**src/rtl/audio_clk_gen_pkg.sv**
```systemverilog
// rtl/audio_clk_gen_pkg.sv - shared types and constants for the audio clock generator
package audio_clk_pkg;

   typedef enum logic [1:0] {
      ST_IDLE  = 2'd0,
      ST_RUN   = 2'd1,
      ST_DRAIN = 2'd2
   } state_t;

   localparam logic FS_MODE_LRCK  = 1'b0;
   localparam logic FS_MODE_PULSE = 1'b1;

endpackage

```
**src/rtl/audio_clk_gen_div.sv**
```systemverilog
// rtl/audio_clk_gen_div.sv - mclk counter producing a 50% duty bclk and an end-of-bit tick
module audio_clk_div #(
   parameter int DIV_W = 8
) (
   input  logic             mclkin,
   input  logic             rst_n,
   input  logic             run,
   input  logic [DIV_W-1:0] d,
   output logic             bclk,
   output logic             bit_tick
);
   logic [DIV_W-1:0] mc;
   logic [DIV_W-1:0] half;
   logic             last;

   assign half     = d >> 1;
   assign last     = (mc == d - DIV_W'(1));
   assign bit_tick = run && last;

   // d is always even and >= 2, so the set and clear points never coincide.
   always_ff @(posedge mclkin or negedge rst_n) begin
      if (!rst_n) begin
         mc   <= '0;
         bclk <= 1'b0;
      end else if (!run) begin
         mc   <= '0;
         bclk <= 1'b0;
      end else begin
         if (last) begin
            mc   <= '0;
            bclk <= 1'b0;
         end else begin
            mc <= mc + DIV_W'(1);
            if (mc == half - DIV_W'(1)) begin
               bclk <= 1'b1;
            end
         end
      end
   end
endmodule

```
**src/rtl/audio_clk_gen.sv**
```systemverilog
// rtl/audio_clk_gen.sv - I2S/TDM bit clock, word clock and slot/bit position generator
module audio_clk_gen
   import audio_clk_pkg::*;
#(
   parameter int DIV_W     = 8,
   parameter int MAX_SLOTS = 8,
   parameter int SLOT_W    = 6
) (
   input  logic                         mclkin,
   input  logic                         rst_n,
   input  logic                         en,
   input  logic [DIV_W-1:0]             bclk_div,
   input  logic [SLOT_W-1:0]            slot_bits,
   input  logic [$clog2(MAX_SLOTS):0]   num_slots,
   input  logic                         fs_mode,
   output logic                         bclk,
   output logic                         word_clk,
   output logic                         frame_start,
   output logic [$clog2(MAX_SLOTS)-1:0] slot_idx,
   output logic [SLOT_W-1:0]            bit_idx,
   output logic                         busy
);
   localparam int SI_W = $clog2(MAX_SLOTS);
   localparam int NS_W = SI_W + 1;
   localparam int FB_W = SLOT_W + NS_W;

   state_t            state;
   logic [DIV_W-1:0]  d_lat;
   logic [SLOT_W-1:0] s_lat;
   logic [NS_W-1:0]   n_lat;
   logic [FB_W-1:0]   f_lat;
   logic              mode_lat;
   logic [FB_W-1:0]   fbit;

   logic [DIV_W-1:0]  d_eff;
   logic [SLOT_W-1:0] s_eff;
   logic [NS_W-1:0]   n_eff;
   logic [FB_W-1:0]   f_eff;
   logic [FB_W-1:0]   fbit_nxt;
   logic              bit_tick;
   logic              last_bit;
   logic              last_slot;
   logic              boundary;
   logic              start;
   logic              stop;

   function automatic logic wc_level(input logic mode, input logic [FB_W-1:0] fb,
                                     input logic [FB_W-1:0] f);
      if (mode == FS_MODE_PULSE) begin
         return (fb == '0);
      end
      return (fb >= (f >> 1));
   endfunction

   always_comb begin
      d_eff = bclk_div & ~DIV_W'(1);
      if (d_eff < DIV_W'(2)) begin
         d_eff = DIV_W'(2);
      end
      s_eff = (slot_bits == '0) ? SLOT_W'(1) : slot_bits;
      n_eff = num_slots;
      if (n_eff == '0) begin
         n_eff = NS_W'(1);
      end else if (n_eff > NS_W'(MAX_SLOTS)) begin
         n_eff = NS_W'(MAX_SLOTS);
      end
      f_eff = FB_W'(n_eff) * FB_W'(s_eff);
   end

   assign fbit_nxt  = fbit + FB_W'(1);
   assign last_bit  = (bit_idx == s_lat - SLOT_W'(1));
   assign last_slot = ({1'b0, slot_idx} == n_lat - NS_W'(1));
   assign boundary  = bit_tick && last_bit && last_slot;

   // A new frame starts from IDLE or back-to-back at a boundary; leaving is only ever at a boundary.
   assign start = (state == ST_IDLE) ? en : (boundary && en);
   assign stop  = (state != ST_IDLE) && boundary && !en;

   audio_clk_div #(
      .DIV_W (DIV_W)
   ) u_div (
      .mclkin   (mclkin),
      .rst_n    (rst_n),
      .run      (state != ST_IDLE),
      .d        (d_lat),
      .bclk     (bclk),
      .bit_tick (bit_tick)
   );

   always_ff @(posedge mclkin or negedge rst_n) begin
      if (!rst_n) begin
         state       <= ST_IDLE;
         busy        <= 1'b0;
         frame_start <= 1'b0;
         word_clk    <= 1'b0;
         bit_idx     <= '0;
         slot_idx    <= '0;
         fbit        <= '0;
         d_lat       <= DIV_W'(2);
         s_lat       <= SLOT_W'(1);
         n_lat       <= NS_W'(1);
         f_lat       <= FB_W'(1);
         mode_lat    <= FS_MODE_LRCK;
      end else begin
         frame_start <= 1'b0;
         if (start) begin
            state       <= ST_RUN;
            busy        <= 1'b1;
            frame_start <= 1'b1;
            bit_idx     <= '0;
            slot_idx    <= '0;
            fbit        <= '0;
            d_lat       <= d_eff;
            s_lat       <= s_eff;
            n_lat       <= n_eff;
            f_lat       <= f_eff;
            mode_lat    <= fs_mode;
            word_clk    <= wc_level(fs_mode, '0, f_eff);
         end else if (stop) begin
            state    <= ST_IDLE;
            busy     <= 1'b0;
            word_clk <= 1'b0;
            bit_idx  <= '0;
            slot_idx <= '0;
            fbit     <= '0;
         end else begin
            case (state)
               ST_RUN:   if (!en) state <= ST_DRAIN;
               ST_DRAIN: if (en)  state <= ST_RUN;
               default:  state <= ST_IDLE;
            endcase
            if (bit_tick) begin
               fbit     <= fbit_nxt;
               word_clk <= wc_level(mode_lat, fbit_nxt, f_lat);
               if (last_bit) begin
                  bit_idx  <= '0;
                  slot_idx <= slot_idx + SI_W'(1);
               end else begin
                  bit_idx <= bit_idx + SLOT_W'(1);
               end
            end
         end
      end
   end
endmodule

```
**config.mk**
```make
export PLATFORM = sky130hd
export DESIGN_NAME = audio_clk_gen
export DESIGN_NICKNAME = d
export VERILOG_FILES = /design/src/rtl/audio_clk_gen_pkg.sv /design/src/rtl/audio_clk_gen_div.sv /design/src/rtl/audio_clk_gen.sv
export SDC_FILE = /design/constraint.sdc
export NUM_CORES = 1
export LEC_CHECK = 0
export BUFFER_PORTS_ARGS = -buffer_cell sky130_fd_sc_hd__buf_2
export CAP_MARGIN = 10
export CORE_MARGIN = 10
export CORE_UTILIZATION = 24
export CTS_BUF_LIST = sky130_fd_sc_hd__clkbuf_8
export CTS_CLUSTER_DIAMETER = 200
export DETAILED_ROUTE_END_ITERATION = 10
export SLEW_MARGIN = 20
export SYNTH_ARGS = -nofsm -noshare
export SYNTH_HDL_FRONTEND = slang
export SYNTH_SLANG_ARGS = --single-unit
export TNS_END_PERCENT = 50
```
**constraint.sdc**
```tcl
create_clock -name mclkin -period 3.3 [get_ports mclkin]
set_input_delay 0.495 -clock mclkin [delete_from_list [all_inputs] [get_ports mclkin]]
set_output_delay 0.495 -clock mclkin [all_outputs]
set_load 0.1 [all_outputs]
```
== After elaboration in Yosys (flattened, before gate mapping) ==
Index checks and enable logic that the tools add are counted.

* Latch bits: 0
* Memories: 0
* Word-level logic and storage cells: 95
* Flip-flop bits (word level): 62
* RAM bits: 0
* Bits in read-only memories: 0

* Equality and inequality tests: 9
* Mux-type cells: 42
* $add $sub $neg: 8
* Reduce and logical (&&, ||, !) cells: 17
* Bitwise gates (word level): 0
* Divide/modulo/power cells: 0
* Shift-type cells: 0
* Order comparisons: 4
* Multiply operators: 1

{| class="wikitable"
|+ Operator list
! operator !! count
|-
| 10-bit 2-to-1 mux || 3
|-
| 6-bit 2-to-1 mux || 5
|-
| 8-bit 2-to-1 mux || 3
|-
| 1-bit 2-to-1 mux || 20
|-
| 8-bit equality test || 2
|-
| 3-bit 2-to-1 mux || 4
|-
| 10-bit by 1-bit adder with 10-bit output, second input constant || 1
|-
| 10-bit by 9-bit greater-or-equal comparator with 1-bit output || 1
|-
| 10-bit zero test || 1
|-
| 4-bit by 6-bit multiplier with 10-bit output || 1
|-
| 1-bit by 9-bit greater-or-equal comparator with 1-bit output, first input constant || 1
|-
| 8-bit by 1-bit adder with 8-bit output, second input constant || 1
|-
| 8-bit by 2-bit < comparator with 1-bit output, second input constant || 1
|-
| 2-bit 2-to-1 mux || 4
|-
| 4-bit 2-to-1 mux || 2
|-
| 4-bit != test, second input constant || 2
|-
| 7-bit by 1-bit subtractor with 8-bit output, second input constant || 1
|-
| 8-bit by 1-bit subtractor with 8-bit output, second input constant || 1
|-
| 6-bit by 1-bit adder with 6-bit output, second input constant || 1
|-
| 6-bit equality test || 1
|-
| 1-bit logical AND || 6
|-
| 6-bit zero test || 1
|-
| 3-bit nonzero test || 2
|-
| 6-bit by 1-bit subtractor with 6-bit output, second input constant || 1
|-
| 13 further kinds || 15
|}

== Logic depth before layout (Yosys ltp) ==
* Depth after elaboration: 13
* Mapped depth: 15

== Cells and area by module ==
Synthesis repeated with hierarchy kept, for this count alone.

* Cell total of the unflattened synthesis: 494
* Area total of the unflattened synthesis: 4580.6 µm²

{| class="wikitable"
|+ By module, submodules not included
! module !! area an instance (µm²) !! times used !! cells an instance
|-
| audio_clk_gen || 3704.8 || 1 || 389
|-
| audio_clk_div || 875.8 || 1 || 105
|}

== Worst setup path before layout ==
Ideal clock, no wire load.

* Path kind: input to register
* Start point: in slot_bits[5]
* End point: reg word_clk
* Buffers on the path: 0
* Setup time: 137 ps
* Setup slack: -645 ps
* Arrival: 3808 ps
* Required time: 3163 ps
* Stages on the path: 15
* Cell sequence: or4_1 o21bai_1 nand2_1 fa_1 inv_1 fa_1 inv_1 fa_1 nand2b_1 a21oi_1 xor2_1 nor3_1 o2111a_1 o21bai_1 o211ai_1

* Cells in the longest elaborated chain, start to end: 6

{| class="wikitable"
|+ Ends and longest elaborated chain
! what !! line !! RTL
|-
| start, declared || audio_clk_gen.sv:13 || <nowiki>input logic [SLOT_W-1:0] slot_bits,</nowiki>
|-
| 6-bit zero test || audio_clk_gen.sv:60 || <nowiki>s_eff = (slot_bits == '0) ? SLOT_W'(1) : slot_bits;</nowiki>
|-
| 6-bit 2-to-1 mux (*) || audio_clk_gen.sv:60 ||
|-
| 4-bit by 6-bit multiplier with 10-bit output (*) || audio_clk_gen.sv:67 || <nowiki>f_eff = FB_W'(n_eff) * FB_W'(s_eff);</nowiki>
|-
| 1-bit by 9-bit greater-or-equal comparator with 1-bit output (*) || audio_clk_gen.sv:52 || <nowiki>return (fb >= (f >> 1));</nowiki>
|-
| 1-bit 2-to-1 mux (*) || audio_clk_gen.sv:52 ||
|-
| 1-bit 2-to-1 mux (*) || audio_clk_gen.sv:106 || <nowiki>if (start) begin</nowiki>
|-
| end signal, assigned || audio_clk_gen.sv:118 || <nowiki>word_clk <= wc_level(fs_mode, '0, f_eff);</nowiki>
|-
| end signal, assigned || audio_clk_gen.sv:134 || <nowiki>word_clk <= wc_level(mode_lat, fbit_nxt, f_lat);</nowiki>
|-
| end, declared || audio_clk_gen.sv:17 || <nowiki>output logic word_clk,</nowiki>
|}

Mark *: on every way between the ends. The rest lies on a longest branch, timed or not.
A chain may end at the register's enable or synchronous reset.

== Final worst setup path ==
Same ends and word-level chain as after synthesis.

==> results.md <==
- Status: finished with violations
- Failing checks: negative setup slack
- PwrDens: 525 mW/mm^2
- Worst R2R Setup Slack: 180 ps
- Async SR Flop Fraction: 100%
- Tcrit/Tclk final: 107%
- Clock Pin Slew Worst Setup and Hold Paths: 60 ps
- Slew Limit Headroom: 49.5%
- PortBufs: 33
- Mapped Area: 0.00440 mm^2
- Initial core utilization: 24.4%
- CTS Hold Bufs: 0
- DR DRC count: 0
- Share of cells above drive strength 1: 25.4%
- Site Rows: 49
- Net Count, Synth: 529
- Post-route setup TNS: -265 ps
- First-pass GRT wire length: 16.7 mm
- Drt pass-1 iters: 4
- GP Congestion: 0.795
- R2R depth: 9
- Die width: 155 um
- Max-Cap Viols: 0
- Place WS: -658 ps
- Core area: 0.0180 mm^2
- RSZ-0062 raised after global routing: true
- Antenna Cells: 0
- Full die area: 0.0242 mm^2
- Yosys reg bits: 60
- # H-tree levels: 3
- Cell count after synthesis: 468
- Worst setup SP type: input port
- CTS sink cnt: 60
- Final ANT Viol Nets: 0
- Routed vias/inst: 4.47
- Crit path kind: input port to register
- Max Clock Freq: 0.284 GHz
- FILL cells: 1919
- YS warnings: 0
- RR Startpoint: d_lat[1]
- Ranking of synthesized cells by area: dfrtp_1, ha_1, xnor2_1
- Total track usage: 8.40%
- CTS tree: built
- Post-DP Area: 0.00508 mm^2
- Area Overhead vs Synth: 21.2%
- Worst Tran Pin Value: 755 ps
- Hold slack: 86.2 ps
- Worst skew pair latency: 350 ps
- Cells after DPL: 750
- Slew Viols, Final: 0
- Die H: 155 um
- Worst hold path type: input port to asynchronous set/reset pin
- Crit path DAT: 3730 ps
- Total Wirelength: 9.70 mm
- Area leader, netlist: dfrtp_1
- Top-area cell type share of the netlist area: 32.4%
- # setup viols final: 3
- Min Tclk post-route: 3520 ps
- 1st-iter DRT viols: 181
- Clock buffer depth: 2
- Top FF cell, synth: dfrtp_1
- Clock skew: 13.1 ps
- Post-synth EDFFs: 0
- Root Buffer: clkbuf_8
- Layout Cell Area excl Fill: 0.00533 mm^2
- Peak VDD IR: 0.219 mV
- Crit Reg-Reg Endpoint: d_lat[3]
- Initial antenna violation count: 0
- Largest net degree at the start of global routing: 43
- Sequential share of the synthesized area: 34.2%
- Final core utilization: 29.6%
- Vias: 3434
- Syn Area/Cell: 9.40 um^2
- Vias in the first global route: 3370
- Crit end category: register
- Overflow after GRT: 0
- Final net count: 595
- Worst-path fanout max: 2
- P_leak: 2.51 nW
- Final Hold Fails: 0
- Critical Path RT: 3510 ps
- IO Pins: 35
- Fin cells: 768
- Post-layout worst setup margin: -217 ps
- Final HPWL DP: 7.59 mm
- Pwr Total: 2.80 mW
- Synth cell types: 54
- Inserted Clock Buffers: 9
- Post-DR wirelength/cell: 12.6 um
-- flip-flops by register name (all words and copies together), names as in the netlist --
name	cells
busy	1
state	2
word_clk	1
mode_lat	1
f_lat	9
slot_idx	3
n_lat	4
d_lat	7
bit_idx	6
u_div.bclk	1
u_div.mc	8
s_lat	6
frame_start	1
fbit	10
-- placed cells by master (no fill, tap or decap), types with 3 or more instances in the layout --
cell type and instances:
buf_4 40, nor2b_1 8, nor2_1 31, mux2i_1 4, a31oi_1 6, nand3_1 23, a21oi_2 4, o31ai_1 7
a22o_1 4, nand2b_1 4, nand2_1 28, a21oi_1 12, or3_1 3, inv_1 41, fa_1 7, xor2_1 12
nor4_1 4, clkbuf_8 11, buf_2 32, o21a_1 4, dfstp_2 3, ha_1 30, and2_1 15, mux2_2 6
nand4_1 4, mux2_4 16, o21ai_0 21, nor3_1 16, xnor2_1 36, dfrtp_1 57
-- synthesized netlist by cell type (2+ instances only) --
library cell,number
a2111oi_0,2
a21o_1,2
a21oi_1,16
a22o_1,4
a31oi_1,6
and2_1,15
and3_1,2
and3b_1,2
buf_2,2
buf_6,3
clkbuf_1,13
dfrtp_1,57
dfstp_2,3
fa_1,8
ha_1,31
inv_1,40
mux2_2,6
mux2_4,16
mux2i_1,4
nand2_1,29
nand2b_1,5
nand3_1,23
nand3b_1,2
nand4_1,4
nor2_1,31
nor2b_1,8
nor3_1,17
nor4_1,4
o211a_1,2
o211ai_1,2
o21a_1,5
o21ai_0,22
o21ai_1,2
o21bai_1,2
o31ai_1,7
or3_1,3
or4_1,3
xnor2_1,38
xor2_1,12
-- worst max-delay path, stage by stage --
cell and delay, ps:
buf_6 90, or4_4 540, o21bai_4 140, nand2_2 70
fa_1 470, inv_1 50, fa_1 520, inv_2 50
fa_2 340, nand2b_4 160, a21oi_2 110, o21a_1 160
nor3_2 50, o2111a_1 240, o21bai_1 130, o211ai_1 100
-- how the worst max path moves through the flow --
stage / start / end / cells after the start
3_3_place_gp: slot_bits[5] / word_clk / 17
6_report: slot_bits[5] / word_clk / 16
2_1_floorplan: slot_bits[5] / word_clk / 15
4_1_cts: slot_bits[5] / word_clk / 16
5_1_grt: slot_bits[5] / word_clk / 18
3_5_place_dp: slot_bits[5] / word_clk / 16
-- layer usage --
metal | vias up | share of wire (%) | global-route usage, %
met4 | 0 | 1.8 | 3.92
li1 | 1755 | - | -
met3 | 7 | 2.2 | 1.82
met2 | 36 | 47 | 13.0
met1 | 1636 | 49 | 10.9
met5 | - | 0 | 0
-- final cells by class --
class | instances | area [um^2] | area share [%]
multi-input cells | 349 | 2730 | 51.1
flip-flops and latches | 60 | 1510 | 28.2
repair buffers | 74 | 492 | 9.22
well taps | 229 | 287 | 5.37
clock buffers | 11 | 151 | 2.84
inverters | 40 | 150 | 2.81
clock inverters | 5 | 21.3 | 0.399
-- where the power goes --
part	switching [mW]	total, mW	internal (mW)
Clock	0.275	0.578	0.302
Sequential	0.181	1.06	0.881
Combinational	0.674	1.16	0.487
-- logic make-up after synthesis --
family / Yosys count / synth area share [%]
muxes: 26 / 7.90
xor gates and xnor gates: 50 / 9.95
DFF: 60 / 34.2
AOI/OAI and AO/OA: 83 / 12.5
buffers and inverters: 59 / 5.60
adders and majority gates: 39 / 12.5
and+or+nand+nor: 151 / 17.3
-- timing repair --
action,in CTS,in global routing
resized for setup,2,16
pin swaps,4,5
setup endpoints to repair,5,13
setup buffers,2,2
No activity file was read; power rests on OpenSTA's default activity.
